`config.mk`:
```
export PLATFORM = sky130hd
export DESIGN_NAME = mem_access_unit
export DESIGN_NICKNAME = d
export VERILOG_FILES = /design/src/rtl/mem_access_unit.sv
export SDC_FILE = /design/constraint.sdc
export NUM_CORES = 1
export LEC_CHECK = 0
export CORE_UTILIZATION = 48
export DETAILED_ROUTE_END_ITERATION = 8
export MAX_ROUTING_LAYER = met4
export PLACE_DENSITY = 0.88
export SLEW_MARGIN = 20
export SYNTH_ARGS = -nofsm -noshare
export SYNTH_HDL_FRONTEND = slang
export SYNTH_SLANG_ARGS = --single-unit
```
`constraint.sdc`:
```
create_clock -name clk -period 4.5 [get_ports clk]
set_input_delay 0.9 -clock clk [delete_from_list [all_inputs] [get_ports clk]]
set_output_delay 0.9 -clock clk [all_outputs]
set_load 0.005 [all_outputs]
```
`src/rtl/mem_access_unit.sv`:
```
// Load/store initiator for a word-wide data memory. It supports byte, half and word accesses
// with big-endian lanes and uses read-modify-write for sub-word stores.
module mem_access_unit #(
    parameter int             W         = 32,
    parameter logic [W-1:0]   PARK_ADDR = 32'hFFFF_FFFC
) (
    input  logic         clk,
    input  logic         rst,
    input  logic         req_valid,
    output logic         req_ready,
    input  logic         req_we,
    input  logic [1:0]   req_size,
    input  logic         req_signed,
    input  logic [W-1:0] req_addr,
    input  logic [W-1:0] req_wdata,
    output logic         resp_valid,
    output logic [W-1:0] resp_rdata,
    output logic         resp_err,
    output logic [W-1:0] dm_addr,
    output logic [W-1:0] dm_wdata,
    output logic         dm_we,
    output logic         dm_re,
    input  logic [W-1:0] dm_rdata
);

    typedef enum logic [2:0] {IDLE, LOAD, RMW_RD, STORE, RESP} state_t;

    localparam logic [1:0] SZ_BYTE = 2'b00;
    localparam logic [1:0] SZ_HALF = 2'b01;
    localparam logic [1:0] SZ_WORD = 2'b10;

    state_t         state, state_nxt;
    logic [W-1:0]   dm_addr_nxt, dm_wdata_nxt, resp_rdata_nxt;
    logic           dm_we_nxt, dm_re_nxt, resp_valid_nxt, resp_err_nxt;
    logic           latch;
    logic           req_bad;

    logic [1:0]     addr_lo_p0;
    logic [1:0]     size_p0;
    logic           signed_p0;
    logic [W-1:0]   wdata_p0;

    // Extract the addressed lane from a read word and extend it to W bits.
    function automatic logic [W-1:0] load_extract(input logic [W-1:0] rd, input logic [1:0] k,
                                                  input logic [1:0] sz, input logic sgn);
        logic [W-1:0]        shifted;
        logic signed [7:0]   byte_s;
        logic signed [15:0]  half_s;
        logic [W-1:0]        res;
        shifted = rd >> {~k, 3'b000};
        byte_s  = shifted[7:0];
        half_s  = k[1] ? rd[15:0] : rd[31:16];
        case (sz)
            SZ_BYTE: res = {{(W-8){byte_s[7] & sgn}}, byte_s};
            SZ_HALF: res = {{(W-16){half_s[15] & sgn}}, half_s};
            default: res = rd;
        endcase
        return res;
    endfunction

    // Replace only the addressed byte/half lane of the read word with the store data.
    function automatic logic [W-1:0] rmw_merge(input logic [W-1:0] rd, input logic [W-1:0] wd,
                                               input logic [1:0] k, input logic [1:0] sz);
        logic [4:0]   sh;
        logic [W-1:0] mask;
        logic [W-1:0] lane;
        if (sz == SZ_BYTE) begin
            sh   = {~k, 3'b000};
            mask = {{(W-8){1'b0}}, 8'hFF} << sh;
            lane = {{(W-8){1'b0}}, wd[7:0]} << sh;
        end else begin
            sh   = {~k[1], 4'b0000};
            mask = {{(W-16){1'b0}}, 16'hFFFF} << sh;
            lane = {{(W-16){1'b0}}, wd[15:0]} << sh;
        end
        return (rd & ~mask) | lane;
    endfunction

    assign req_ready = (state == IDLE);
    assign req_bad   = (req_size == 2'b11) ||
                       (req_size == SZ_HALF && req_addr[0]) ||
                       (req_size == SZ_WORD && req_addr[1:0] != 2'b00);

    // Next-state and next-output decode; all dm_*/resp_* outputs are registered below.
    always_comb begin
        state_nxt      = state;
        dm_addr_nxt    = PARK_ADDR;
        dm_wdata_nxt   = dm_wdata;
        dm_we_nxt      = 1'b0;
        dm_re_nxt      = 1'b0;
        resp_valid_nxt = 1'b0;
        resp_rdata_nxt = resp_rdata;
        resp_err_nxt   = 1'b0;
        latch          = 1'b0;
        case (state)
            IDLE: begin
                if (req_valid) begin
                    latch = 1'b1;
                    if (req_bad) begin
                        state_nxt      = RESP;
                        resp_valid_nxt = 1'b1;
                        resp_err_nxt   = 1'b1;
                        resp_rdata_nxt = '0;
                    end else if (!req_we) begin
                        state_nxt   = LOAD;
                        dm_addr_nxt = {req_addr[W-1:2], 2'b00};
                        dm_re_nxt   = 1'b1;
                    end else if (req_size == SZ_WORD) begin
                        state_nxt    = STORE;
                        dm_addr_nxt  = {req_addr[W-1:2], 2'b00};
                        dm_we_nxt    = 1'b1;
                        dm_wdata_nxt = req_wdata;
                    end else begin
                        state_nxt   = RMW_RD;
                        dm_addr_nxt = {req_addr[W-1:2], 2'b00};
                        dm_re_nxt   = 1'b1;
                    end
                end
            end
            LOAD: begin
                state_nxt      = RESP;
                resp_valid_nxt = 1'b1;
                resp_rdata_nxt = load_extract(dm_rdata, addr_lo_p0, size_p0, signed_p0);
            end
            RMW_RD: begin
                state_nxt    = STORE;
                dm_addr_nxt  = dm_addr;
                dm_we_nxt    = 1'b1;
                dm_wdata_nxt = rmw_merge(dm_rdata, wdata_p0, addr_lo_p0, size_p0);
            end
            STORE: begin
                state_nxt      = RESP;
                resp_valid_nxt = 1'b1;
                resp_rdata_nxt = '0;
            end
            RESP:    state_nxt = IDLE;
            default: state_nxt = IDLE;
        endcase
    end

    always_ff @(posedge clk or negedge rst) begin
        if (!rst) begin
            state      <= IDLE;
            dm_addr    <= PARK_ADDR;
            dm_wdata   <= '0;
            dm_we      <= 1'b0;
            dm_re      <= 1'b0;
            resp_valid <= 1'b0;
            resp_rdata <= '0;
            resp_err   <= 1'b0;
        end else begin
            state      <= state_nxt;
            dm_addr    <= dm_addr_nxt;
            dm_wdata   <= dm_wdata_nxt;
            dm_we      <= dm_we_nxt;
            dm_re      <= dm_re_nxt;
            resp_valid <= resp_valid_nxt;
            resp_rdata <= resp_rdata_nxt;
            resp_err   <= resp_err_nxt;
        end
    end

    // Request fields kept for the later access/merge cycles.
    always_ff @(posedge clk) begin
        if (latch) begin
            addr_lo_p0 <= req_addr[1:0];
            size_p0    <= req_size;
            signed_p0  <= req_signed;
            wdata_p0   <= req_wdata;
        end
    end

endmodule

```
== After elaboration in Yosys (flattened, before gate mapping) ==
Cells that the tools add are included.

* Equal/unequal tests: 12
* Shift operators: 5
* Mux-type cells: 38
* Bitwise gates (word level): 7
* Reductions and logical operators: 12

{| class="wikitable"
|+ Operators with widths
! cell !! count
|-
| $mux W32 || 12
|-
| $pmux W32 S2 || 3
|-
| $pmux W32 S3 || 1
|-
| $and A32 B32 Y32 || 1
|-
| $not A32 Y32 || 1
|-
| $or A32 B32 Y32 || 1
|-
| $shl A16 B5 Y32 || 1
|-
| $shl A16 B5 Y32 const A || 1
|-
| $shl A8 B5 Y32 || 1
|-
| $shl A8 B5 Y32 const A || 1
|-
| $shr A32 B5 Y8 || 1
|-
| $mux W16 || 1
|-
| $mux W1 || 15
|-
| $pmux W3 S3 || 1
|-
| $eq A3 B2 Y1 const B || 2
|-
| $mux W3 || 2
|-
| $ne A2 B1 Y1 const B || 3
|-
| $reduce_and A5 Y1 || 1
|-
| $eq A2 B1 Y1 const B || 2
|-
| $eq A2 B2 Y1 const B || 2
|-
| $ne A2 B2 Y1 const B || 2
|-
| $pmux W1 S2 || 2
|-
| $reduce_bool A2 Y1 || 2
|-
| $eq A3 B1 Y1 const B || 1
|-
| other kinds (11) || 14
|}

* Bits in registers: 124
* Input bits: 103
* Output and inout port bits: 101
* Logic and storage cells: 86

== Longest topological paths before layout ==
Gate-level depths: netlist (run 1).

* Depth in word-level cells: 8
* Depth in mapped cells: 8
* Mapped depth without buffers: 6

== Worst setup path after synthesis (run 1) ==
No wires, ideal clock.

* Path kind: in2reg
* Start: input req_addr[0]
* End: register resp_rdata[16]
* Library setup time: 0.126 ns
* Data arrival time: 2.035 ns
* Required time: 4.374 ns
* Setup slack: 2.339 ns
* Stages: 6
* Path buffers: 2
* Cells stage by stage: a21oi_1 or2_1 o21a_1 buf_2 buf_2 a221o_1

* Longest elaborated chain between the ends: 5
* Elaborated cells between the ends (all ways): 7
* Classes of those cells: 1 x eq/ne; 6 x reduce/logical

{| class="wikitable"
|+ RTL lines
! element !! line !! source
|-
| start, declared || 14 || <nowiki>input logic [W-1:0] req_addr,</nowiki>
|-
| $reduce_bool A2 Y1 or $logic_and A1 B1 Y1 (tied branches) || 82, 81 ||
|-
| $logic_and A1 B1 Y1 or $logic_or A1 B1 Y1 (tied branches) || 82, 80 ||
|-
| $logic_or A1 B1 Y1 (*) || 81 || <nowiki>(req_size == SZ_HALF && req_addr[0]) ||</nowiki>
|-
| $ne A2 B1 Y1 (no line) (*) || -- ||
|-
| $reduce_and A3 Y1 (no line) (*) || -- ||
|-
| end signal, assigned || 158 || <nowiki>resp_rdata <= resp_rdata_nxt;</nowiki>
|-
| end, declared || 17 || <nowiki>output logic [W-1:0] resp_rdata,</nowiki>
|}

Mark *: on every way between the ends. The rest lies on a longest branch, timed or not.
A chain may end at the register's enable or synchronous reset.

== Worst setup path after layout (run 1) ==
* Start: register addr_lo_p0[1]
* End: register dm_wdata[12]

* Longest elaborated chain between the ends: 8
* Elaborated cells between the ends (all ways): 14
* Classes of those cells: 4 x shift; 5 x mux; 5 x bitwise

{| class="wikitable"
|+ RTL lines
! element !! line !! source
|-
| start, declared || 38 || <nowiki>logic [1:0] addr_lo_p0;</nowiki>
|-
| start signal, assigned || 166 || <nowiki>addr_lo_p0 <= req_addr[1:0];</nowiki>
|-
| $not A1 Y1 or $not A2 Y2 (tied branches) || 72, 68 ||
|-
| $shl A16 B5 Y32 or $shl A8 B5 Y32 (tied branches) || 73, 69 ||
|-
| $mux W32 || 67 || <nowiki>if (sz == SZ_BYTE) begin</nowiki>
|-
| $mux W32 || 95 || <nowiki>case (state)</nowiki>
|-
| $not A32 Y32 || 76 || <nowiki>return (rd & ~mask) | lane;</nowiki>
|-
| $and A32 B32 Y32 || 76 ||
|-
| $or A32 B32 Y32 (*) || 76 ||
|-
| $pmux W32 S2 (*) || 95 ||
|-
| end signal, assigned || 154 || <nowiki>dm_wdata <= dm_wdata_nxt;</nowiki>
|-
| end, declared || 20 || <nowiki>output logic [W-1:0] dm_wdata,</nowiki>
|}

Mark *: on every way between the ends. The rest lies on a longest branch, timed or not. The select of a mux whose other input is x is not followed.

==> metrics, run 1 <==
outcome=completed; Core ar.=roughly 11000 um2; ys async rst share=approximately 83%; Peak VDD IR=0.311 mV; crit start category=flop; share of the synthesized area in the top cell type=31.7%; share of layout cells above drive strength 1=about 15%; Cell Area, Placed=7630 um2; hold path depth=1; RD Place Congestion=0.952; Main synth FF type=dfrtp_1; design area=slightly above 8000 um2; Hold Path Class=flop to flop; setup tns final=0 ps; CTS tree=yes; clock latency on the worst-skew pair=420 ps; Slew HR=between 20% and 30%; Post-synth EDFFs=21; worst setup margin=between 1500 and 2000 ps; initial antenna violation count=0; final hold violation count=0; vias per cell=6.24; H-tree depth=4; row count=39; die footprint=12100 um2; hold worst-path end=resp_rdata[2]; Longest Clk Path Bufs=2; Die Width=110 um; Total Power=4.81 mW; worst clock skew=9.54 ps; Period Utilization, post-route=between 60 and 70%; # Max-Cap Violations=0; Synth area leaders=dfrtp_1 (32%), dfstp_2 (14%), edfxtp_1 (11%), o22a_1 (5.9%), a221o_1 (5.7%); crit-path max FO=33; worst r2r src=addr_lo_p0[1]; Setup Viol. Count Final=0; clock-pin slew on the worst setup and hold paths=60 ps; 1st-iter DRT viols=507; commonest cells in the netlist=dfrtp_1 (71), o22a_1 (38), nand2_1 (35); Period minus WS final=2840 ps; Seq/Total Area, Yosys=57.1%; Post-Syn Area per Cell=11.7 um2; largest net degree at the start of global routing=60; hold buffer count at cts=0; I/O pin cnt=about 200; R2R depth=4; root buf cell=clkbuf_16; Antenna diodes=0; origin of the worst min-delay path=resp_rdata[2]; Reg2Reg Capture Point=dm_wdata[12]; unrepaired setup endpoints after global routing=false; cell taking the most area after synthesis=dfrtp_1; total iterations of the first detailed-routing run=5; Critical Path RT=4840 ps; PD cells=roughly 600 nW/um2; FMAX=352 MHz; Syn Inst Count=478; synthesis-to-finish area growth=46.8%; global-route wire length before repair=26.5 mm; Final Slew Violations=0; worst slew pin tran=1090 ps; Antenna Nets Post-Route=0; FF+latch count, synth=122; grt ovf=0; vias in the first global route=roughly 5000; count leader, synth=dfrtp_1; Crit. End Element=flop; reg-to-reg setup timing slack=1660 ps; DP HPWL=12.8 mm; total number of vias=5113; library cells used by synthesis=53; Nets=766; Yosys Warn Count=0; # clock sinks=122; Pleak=3.25 nW; IO buf count=201; Worst Path Arrival=between 3000 and 4000 ps; die height=110 um; post-synthesis instance area=5600 um2; sum of routed wire length over all layers=18.0 mm; DP Worst Slack=1390 ps; drc violations=0; Setup Crit Path Kind=flop to flop; CTS Buf Count=17; All-Layer GR Usage=31.3%; Starting Density=slightly below 50%; WL per Instance=22.0 um; Post-CTS Setup Inserts=0; post-CTS resize count=0
## area by class of cell
class,count,area (um2)
fill,793,3150
tap,143,179
timing repair buffer,209,2080
inverter,9,33.8
multi-input combinational,304,2160
clock inverter,13,106
clock buffer,19,464
sequential,122,3200
## flip-flops by register name, indices dropped and copies added (netlist names)
register    count
wdata_p0       16
dm_wdata       32
dm_we           1
resp_rdata     32
addr_lo_p0      2
size_p0         2
state           3
dm_addr        30
signed_p0       1
resp_err        1
dm_re           1
resp_valid      1
## critical path, stage by stage (launching register included)
cell and delay, ps:
edfxtp_1 1070, inv_1 520, a21oi_1 630, o221ai_1 320
nand3_1 210
## metal layers
layer | up-vias | routed length, um | share of wire (%) | global-route usage [%]
li1 | 2217 | - | - | -
met1 | 2504 | 6960 | 39 | 38.0
met2 | 334 | 8490 | 47 | 48.6
met3 | 58 | 1860 | 10 | 8.00
met4 | 0 | 709 | 3.9 | 15.9
met5 | - | 0 | 0 | -
## power breakdown
| group | leakage [nW] | switching [mW] | internal (mW) |
|---|---|---|---|
| Sequential | 1.42 | 0.262 | 1.51 |
| Clock | 0.273 | 0.541 | 0.763 |
| Combinational | 1.56 | 0.788 | 0.953 |
## per-stage QoR
stage          util [%]  cells  hold WS, ps
2_1_floorplan         -    479          479
5_1_grt            72.3    819          515
6_report           72.3    819          493
3_5_place_dp       67.1    786          478
4_1_cts            72.2    818          495
3_3_place_gp       67.1    786          483
## logic make-up (layout without fill, tap and decap cells)
family / count (synthesis) / after routing / share of synthesized area, %
muxes: 17 / 17 / 3.33
and+or+nand+nor: 115 / 115 / 11.2
DFF: 122 / 122 / 57.1
AOI/OAI and AO/OA: 170 / 170 / 23.9
other: 1 / 2 / 0.0670
buffers and inverters: 53 / 250 / 4.45
## cell usage in the layout (no fill, tap or decap), types with 10 or more instances in the layout
master and instances:
a21oi_1 27, a221o_1 32, clkbuf_16 18, clkdlybuf4s50_1 200, dfrtp_1 71, dfstp_2 30, edfxtp_1 21, nand2_1 35
nand2b_1 11, nand3_1 27, o21ai_0 17, o221ai_1 10, o22a_1 38
## worst max-delay path by stage
stage | startpoint | to | slack [ps] | cells past startpoint
after floorplan | req_addr[0] | resp_rdata[16] | 2340 | 6
after global placement | req_valid | dm_addr[7] | 1480 | 5
after detailed placement | req_valid | dm_addr[4] | 1390 | 5
after CTS | addr_lo_p0[1] | dm_wdata[12] | 1780 | 4
after global routing | addr_lo_p0[1] | dm_wdata[10] | 1490 | 4
final | addr_lo_p0[1] | dm_wdata[12] | 1660 | 4
Power figures use the tool's default switching activity.
==> run 2: changes to the inputs <==
--- a/config.mk
+++ b/config.mk
@@ -5,10 +5,10 @@
 export SDC_FILE = /design/constraint.sdc
 export NUM_CORES = 1
 export LEC_CHECK = 0
-export CORE_UTILIZATION = 48
+export CORE_UTILIZATION = 41
 export DETAILED_ROUTE_END_ITERATION = 8
 export MAX_ROUTING_LAYER = met4
-export PLACE_DENSITY = 0.88
+export PLACE_DENSITY = 0.81
 export SLEW_MARGIN = 20
 export SYNTH_ARGS = -nofsm -noshare
 export SYNTH_HDL_FRONTEND = slang
==> constraint.sdc (replaced) <==
create_clock -name clk -period 2.6 [get_ports clk]
set_input_delay 0.52 -clock clk [delete_from_list [all_inputs] [get_ports clk]]
set_output_delay 0.52 -clock clk [all_outputs]
set_load 0.005 [all_outputs]
==> run 2 against run 1 <==
Global-route usage down 3.0 points. Clock power up 88%. Register-to-register slack worse by 1300 ps. Total power up 79%. Final area up 2.6%. Critical endpoint is now req_ready.
==> metrics, run 2 (synthesis results as in run 1) <==
outcome=completed; die footprint=14100 um2; Crit. End Element=output pin; Setup Viol. Count Final=0; crit path buf inv count=1; WL per Instance=21.6 um; placed cells=834; All-Layer GR Usage=28.3%; sum of routed wire length over all layers=18.7 mm; vias in the first global route=5110; DP Worst Slack=225 ps; synthesis-to-finish area growth=50.7%; vias per cell=5.73; Slew HR=47.8%; unrepaired setup endpoints after global routing=false; Antenna diodes=0; CTS tree=yes; Hold Path Class=input pin to asynchronous set/reset pin; # clock sinks=122; total number of vias=4964; Cell Area, Placed=7830 um2; worst setup margin=372 ps; Final Util=63.4%; crit-path max FO=6; Post-CTS Setup Inserts=0; share of layout cells above drive strength 1=between 15 and 20%; Worst path max stage delay=550 ps; post-CTS resize count=0; PD cells=1020 nW/um2; drc violations=0; most frequent cells in the layout=clkdlybuf4s50_1 (200), dfrtp_1 (71), o22a_1 (38), nand2_1 (35), a221o_1 (32); Period minus WS final=2230 ps; Crit-path slowest cell=clkdlybuf4s50_1; Nets=780; global-route wire length before repair=approximately 29 mm; design area=8430 um2; die height=119 um; Longest Clk Path Bufs=2; I/O pin cnt=204; worst slew pin tran=781 ps; most common cell after layout, fill and taps aside=clkdlybuf4s50_1; RD Place Congestion=0.872; worst clock skew=8.93 ps; largest registers=dm_wdata x32, resp_rdata x32, dm_addr x30; Core ar.=between 10000 and 15000 um2; 1st-iter DRT viols=360; crit start category=flop; DP HPWL=about 14 mm; clock latency on the worst-skew pair=420 ps; Period Utilization, post-route=85.7%; # Max-Cap Violations=0; Starting Density=42.1%; Critical Path RT=2080 ps; largest net degree at the start of global routing=54; fin cells=866; largest delay contributor family on the critical path=buffers and inverters; Antenna Nets Post-Route=0; Hold Slack=155 ps; Pleak=3.34 nW; final hold violation count=0; grt ovf=0; setup tns final=0 ps; Final Slew Violations=0; Setup Crit Path Kind=flop to output pin; hold buffer count at cts=0; Die Width=119 um; total iterations of the first detailed-routing run=6; reg-to-reg setup timing slack=410 ps; Worst Path Arrival=roughly 1700 ps; FMAX=449 MHz; root buf cell=clkbuf_16; clock-pin slew on the worst setup and hold paths=60 ps; Total Power=about 8.6 mW; IO buf count=approximately 200; critical path, cell by cell=nor3_4, clkdlybuf4s50_1; H-tree depth=4; initial antenna violation count=0; Peak VDD IR=between 0.6 and 0.7 mV; CTS Buf Count=17; row count=42
-- run 2: worst paths after layout --
path / start / endpoint / depth (start not counted)
max: state[2] / req_ready / 2
min: rst / resp_rdata[20] / 1
max reg2reg: size_p0[0] / dm_wdata[11] / 5
min reg2reg: resp_rdata[5] / resp_rdata[5] / 1
max in group asynchronous: rst / dm_addr[23] / 2
min in group clk: resp_rdata[5] / resp_rdata[5] / 1
-- run 2: cell type report --
type	count	area (um2)
Fill cell	1017	4860
Sequential cell	122	3200
Timing Repair Buffer	223	2210
Multi-Input combinational cell	304	2160
Clock buffer	19	433
Tap cell	176	220
Clock inverter	13	176
Inverter	9	33.8
-- run 2: routing by layer --
layer	GRT usage (%)	routed length, um	part of all wire (%)	up-vias
li1	-	-	-	2245
met2	42.9	8760	47	279
met4	12.0	582	3.1	0
met5	-	0	0	-
met3	8.48	1670	8.9	51
met1	35.3	7730	41	2389
-- run 2: report_power, final --
group | switching [mW] | internal (mW) | total, mW
sequential | 0.431 | 2.61 | 3.04
clock | 0.848 | 1.59 | 2.44
combinational | 1.43 | 1.71 | 3.15
